### src/rtl/can_reg_arbiter.sv
// Round-robin arbiter sharing the CAN core register port between N_REQ requesters,
// one access per grant, with an optional owner lock released by idle timeout.
module can_reg_arbiter #(
    parameter int N_REQ    = 2,
    parameter int LOCK_MAX = 16
) (
    input  logic               clk_i,
    input  logic               wb_rst_i,
    input  logic [N_REQ-1:0]   req_i,
    input  logic [N_REQ-1:0]   we_i,
    input  logic [N_REQ-1:0]   lock_i,
    input  logic [8*N_REQ-1:0] addr_i,
    input  logic [8*N_REQ-1:0] wdata_i,
    output logic [N_REQ-1:0]   ack_o,
    output logic [8*N_REQ-1:0] rdata_o,
    output logic [N_REQ-1:0]   grant_o,
    output logic               locked_o,
    output logic               reg_rst_o,
    output logic               reg_re_o,
    output logic               reg_we_o,
    output logic [7:0]         reg_addr_o,
    output logic [7:0]         reg_data_in_o,
    input  logic [7:0]         reg_data_out_i
);

    typedef enum logic [1:0] {IDLE, ISSUE, RESP} state_t;

    state_t           state, state_nxt;
    logic [1:0]       ptr;
    logic [1:0]       owner;
    logic             lat_we;
    logic [7:0]       lock_cnt;

    logic [N_REQ-1:0] cand;
    logic [N_REQ-1:0] win_oh;
    logic [1:0]       win_idx;
    logic             win_found;
    logic             win_we;
    logic [7:0]       win_addr;
    logic [7:0]       win_wdata;
    logic             owner_req;
    logic             owner_lock;
    logic             lock_expire;

    assign reg_rst_o = wb_rst_i;

    // While locked, grant_o is the one-hot owner, so masking by it isolates the owner's bits.
    assign owner_req   = |(req_i & grant_o);
    assign owner_lock  = |(lock_i & grant_o);
    assign lock_expire = locked_o && !owner_req && (lock_cnt == 8'(LOCK_MAX - 1));

    always_comb begin
        cand      = locked_o ? (req_i & grant_o) : req_i;
        win_found = 1'b0;
        win_oh    = '0;
        win_idx   = 2'd0;
        for (int i = 0; i < N_REQ; i++) begin
            for (int j = 0; j < N_REQ; j++) begin
                if (!win_found && cand[j] &&
                    ((int'(ptr) + i == j) || (int'(ptr) + i == j + N_REQ))) begin
                    win_found  = 1'b1;
                    win_oh[j]  = 1'b1;
                    win_idx    = 2'(j);
                end
            end
        end
        win_we    = |(we_i & win_oh);
        win_addr  = 8'h00;
        win_wdata = 8'h00;
        for (int j = 0; j < N_REQ; j++) begin
            if (win_oh[j]) begin
                win_addr  = addr_i[8*j +: 8];
                win_wdata = wdata_i[8*j +: 8];
            end
        end
    end

    always_ff @(posedge clk_i or posedge wb_rst_i) begin
        if (wb_rst_i) state <= IDLE;
        else          state <= state_nxt;
    end

    always_comb begin
        state_nxt = state;
        reg_re_o  = 1'b0;
        reg_we_o  = 1'b0;
        ack_o     = '0;
        case (state)
            IDLE:  if (win_found) state_nxt = ISSUE;
            ISSUE: begin
                reg_re_o  = !lat_we;
                reg_we_o  = lat_we;
                state_nxt = RESP;
            end
            RESP: begin
                ack_o     = grant_o;
                state_nxt = IDLE;
            end
            default: state_nxt = IDLE;
        endcase
    end

    always_ff @(posedge clk_i or posedge wb_rst_i) begin
        if (wb_rst_i) begin
            ptr           <= 2'd0;
            owner         <= 2'd0;
            lat_we        <= 1'b0;
            lock_cnt      <= 8'd0;
            grant_o       <= '0;
            locked_o      <= 1'b0;
            rdata_o       <= '0;
            reg_addr_o    <= 8'h00;
            reg_data_in_o <= 8'h00;
        end else begin
            case (state)
                IDLE: begin
                    if (win_found) begin
                        grant_o       <= win_oh;
                        owner         <= win_idx;
                        lat_we        <= win_we;
                        reg_addr_o    <= win_addr;
                        reg_data_in_o <= win_wdata;
                        lock_cnt      <= 8'd0;
                    end else if (lock_expire) begin
                        locked_o <= 1'b0;
                        grant_o  <= '0;
                        lock_cnt <= 8'd0;
                    end else if (locked_o) begin
                        lock_cnt <= lock_cnt + 8'd1;
                    end
                end
                ISSUE: begin
                    for (int j = 0; j < N_REQ; j++) begin
                        if (!lat_we && grant_o[j]) rdata_o[8*j +: 8] <= reg_data_out_i;
                    end
                end
                RESP: begin
                    ptr <= (owner == 2'(N_REQ - 1)) ? 2'd0 : owner + 2'd1;
                    if (owner_lock) begin
                        locked_o <= 1'b1;
                    end else begin
                        locked_o <= 1'b0;
                        grant_o  <= '0;
                        lock_cnt <= 8'd0;
                    end
                end
                default: ;
            endcase
        end
    end

endmodule

### config.mk
export PLATFORM = sky130hd
export DESIGN_NAME = can_reg_arbiter
export DESIGN_NICKNAME = d
export VERILOG_FILES = /design/src/rtl/can_reg_arbiter.sv
export SDC_FILE = /design/constraint.sdc
export NUM_CORES = 1
export LEC_CHECK = 0
export CAP_MARGIN = 20
export CELL_PAD_IN_SITES_DETAIL_PLACEMENT = 1
export CELL_PAD_IN_SITES_GLOBAL_PLACEMENT = 1
export CORE_ASPECT_RATIO = 1.25
export CORE_MARGIN = 8
export CORE_UTILIZATION = 35
export CTS_BUF_LIST = sky130_fd_sc_hd__clkbuf_8
export DETAILED_ROUTE_END_ITERATION = 6
export PLACE_DENSITY_LB_ADDON = 0.2
export SYNTH_ARGS = -nofsm -noshare
export SYNTH_HDL_FRONTEND = slang
export SYNTH_SLANG_ARGS = --single-unit
### constraint.sdc
create_clock -name clk_i -period 2.3 [get_ports clk_i]
set_input_delay 0.69 -clock clk_i [delete_from_list [all_inputs] [get_ports clk_i]]
set_output_delay 0.69 -clock clk_i [all_outputs]
set_load 0.02 [all_outputs]
==> results.md <==
* CP Data Required Time at roughly 1.6 ns
* Metal2 WL at between 3 and 4 mm
* Nets at 331
* Critical path, cell by cell: clkdlybuf4s50_1 -> dlygate4sd2_1
* Type of the worst min-delay path: reg2reg
* Area Overhead vs Synth at 52.1%
* Clock power share at 12.1%
* Max stage delay cell, worst path: clkdlybuf4s50_1
* Port Buf Inserts at 87
* HPWL Detailed at slightly below 5 mm
* Syn Nets at 230
* Critical path buffers and inverters at 2
* Routability congestion estimate at just under 0.8
* Fraction of power consumed by sequential logic at 32.6%
* Wire length of the first global-routing pass at about 11 mm
* Largest fanout on the critical path at 2
* CTS root buffer: clkbuf_8
* Status: complete, no violations
* M1 wire length at about 2.4 mm
* Slew @ Worst Pin at around 0.43 ns
* Hold Vio Cnt, Final at 0
* Commonest cells after routing, fill and taps aside: clkdlybuf4s50_1, dfrtp_1, mux2_2, buf_4, a22o_1
* Commonest non-fill, non-tap cell in the layout: clkdlybuf4s50_1
* Vias in the first global route at between 2000 and 2500
* Initial Util at 35.6%
* # IOs at 88
* Hold_buf cts at 0
* Antenna Nets Post-Route at 0
* Seq/Total Area, Yosys at 52.4%
* DRT iter0 DRCs at 81
* Post-DR wirelength/cell at 17.5 um
* CP Capture Type: output pin
* Largest net degree at the start of global routing at approximately 50
* FILL cells at between 600 and 700
* TritonCTS clock tree: built
* Ys Warns at 0
* CP startpoint kind: input port
* Core region area at 0.00644 mm^2
* WP data arrival at about 1.5 ns
* Synth Cell Area at roughly 0.0023 mm^2
* Max frequency at 453 MHz
* Initial antenna violation count at 0
* Synth Instances at between 150 and 200
* Pwr dens at 1240 mW/mm^2
* Via-per-instance ratio at roughly 5
* Htree depth at 2
* Internal at around 2700 uW
* Slowest stage delay, CP at a little under 0.5 ns
* # Max-Cap Violations at 0
* Total GRT Usage at between 10% and 20%
* Die W at just under 90 um
* Switching Share at between 30% and 40%
* Clock buffer depth at 2
* Worst-Skew Late Latency at about 0.31 ns
* Slew Limit Fails at 0
* Static Leak at between 0.001 and 0.0015 uW
* CTS buffer count at 5
* Skew final at 0.00739 ns
* P_sw at 1600 uW
* RSZ-0062 raised after global routing: no
* Antenna diode count at 0
* Combinational Power Share at between 50% and 60%
* Remaining global-route overflow at 0
* Max VDD drop at approximately 0.46 mV
* Ratio of cells with drive above 1 in the final layout at 27.0%
* #FFs+latches synth at between 40 and 50
* Remaining DRCs at 0
* Setup tns final at 0 ns
* Total Routed Length at ~6.5 mm
* Final min period at ~2.2 ns
* Die H at around 110 um
* First-pass DRT Iterations at 4
* Largest delay share family, worst path: buffers and inverters
* Clock slew at reported path FFs at around 0.090 ns
* Power Total at between 4000 and 5000 uW
* Die Area at around 0.0094 mm^2
* Crit Path Class: in2out
* Met3 routed WL at 480 um
* Clk sinks at 48
* Row count at 33
* Syn avg cell area at roughly 13 um^2
* Vias at between 1500 and 2000
* WHS at 0.459 ns
* Final period utilization at between 90% and 100%
* Uppermost layer routed: met4
* Max-Slew Margin vs Limit at a little under three quarters
* Final setup violation count at 0
* Synth unique cells at 40
[power by group through the flow]
stage / Clock [uW] / Combinational, uW / Sequential [uW]
4_1_cts: 549 / 2420 / 1420
6_report: 525 / 2390 / 1410
5_1_grt: 578 / 2560 / 1460
3_5_place_dp: 0 / 2430 / 1430
2_1_floorplan: 0 / 1000 / 1750
3_3_place_gp: 0 / 2390 / 1420
[sequential cells by signal (all words and copies together), names as in the netlist]
name	cells
lat_we	1
reg_data_in_o	8
rdata_o	16
state	2
owner	1
reg_addr_o	8
grant_o	2
locked_o	1
ptr	1
lock_cnt	8
[stage by stage]
stage | setup WS [ns] | util (%) | instances | instance area, um^2
6_report | 0.0903 | 54.1 | 369 | 3490
5_1_grt | 0.0397 | 54.1 | 369 | 3490
3_5_place_dp | -0.217 | 52.5 | 361 | 3380
2_1_floorplan | 0.329 | - | 181 | 2290
3_3_place_gp | -0.160 | 52.5 | 361 | 3380
4_1_cts | 0.0643 | 53.8 | 368 | 3460
[worst reg2reg max path: cells and delay by family, from the launching register on]
family,cells,cell delay [ns]
AO/OA/AOI/OAI,3,0.58
adder cells (fa/ha/maj),1,0.25
buffers and inverters,1,0.20
flip-flops,1,0.44
AND/OR/NAND/NOR,1,0.31
[synth_stat cells (all sizes together)]
library cell | n | area [um^2]
and2b | 1 | 10.0
a22oi | 1 | 7.51
nand2 | 8 | 30.0
or4 | 2 | 15.0
nor4bb | 1 | 10.0
a21o | 2 | 15.0
a21oi | 6 | 30.0
o2bb2ai | 1 | 8.76
dfrtp | 48 | 1200
a211oi | 1 | 7.51
ha | 1 | 12.5
and2 | 4 | 26.3
nor2 | 3 | 11.3
mux2 | 34 | 413
o31ai | 2 | 15.0
a221oi | 1 | 8.76
nor4 | 1 | 6.26
o2111ai | 1 | 8.76
a22o | 19 | 178
o311a | 1 | 10.0
a311oi | 1 | 26.3
inv | 6 | 22.5
or3 | 4 | 25.0
nand3 | 3 | 15.0
nor3 | 1 | 5.00
buf | 9 | 63.8
a211o | 1 | 8.76
clkbuf | 1 | 3.75
nand4 | 1 | 6.26
nand2b | 3 | 18.8
o21ai | 8 | 40.0
nand3b | 1 | 7.51
a31oi | 1 | 6.26
nor2b | 3 | 18.8
[cell families (layout without fill, tap and decap cells)]
logic type	after synthesis	in the layout	synth area share, %
multiplexers	34	34	18.0
buffers and inverters	16	117	3.93
AO/OA/AOI/OAI	46	46	16.2
adder cells (fa/ha/maj)	1	1	0.546
AND/OR/NAND/NOR	36	36	8.95
flip-flops	48	48	52.4
[layout make-up]
type | instances | area, um^2 | share of cell area [%]
Multi-Input combinational cell | 117 | 1020 | 29.4
Sequential cell | 48 | 1200 | 34.5
Timing Repair Buffer | 104 | 1040 | 29.8
Clock inverter | 1 | 8.76 | 0.251
Inverter | 6 | 22.5 | 0.646
Clock buffer | 6 | 82.6 | 2.37
Tap cell | 87 | 109 | 3.12
[final timing paths]
check                           cells past startpoint                        end  slack, ns                    start
worst max-delay path                                2                  reg_rst_o       0.09                 wb_rst_i
worst min-delay path                                1       state[1]$_DFFE_PP0P_       0.46     state[1]$_DFFE_PP0P_
worst max register to register                      6     grant_o[1]$_DFFE_PP0P_       0.41  lock_cnt[0]$_DFFE_PP0P_
worst min register to register                      1       state[1]$_DFFE_PP0P_       0.46     state[1]$_DFFE_PP0P_
max in group asynchronous                           4    lock_cnt[2]$_DFFE_PP0P_       1.19                 wb_rst_i
min in group asynchronous                           4  reg_addr_o[2]$_DFFE_PP0P_       0.87                 wb_rst_i
[timing repair]
item | in CTS | in global routing
gates resized for setup | 5 | 5
setup endpoints to repair | 5 | 8
pin swaps | 0 | 1
buffers inserted | 0 | 1
gates cloned | 0 | 0
[layer usage]
metal	up-vias	GRT usage (%)
li1	870	-
met1	933	15.7
met2	56	24.3
met3	10	5.17
met4	0	5.45
met5	-	0
Power figures use the tool's default switching activity.
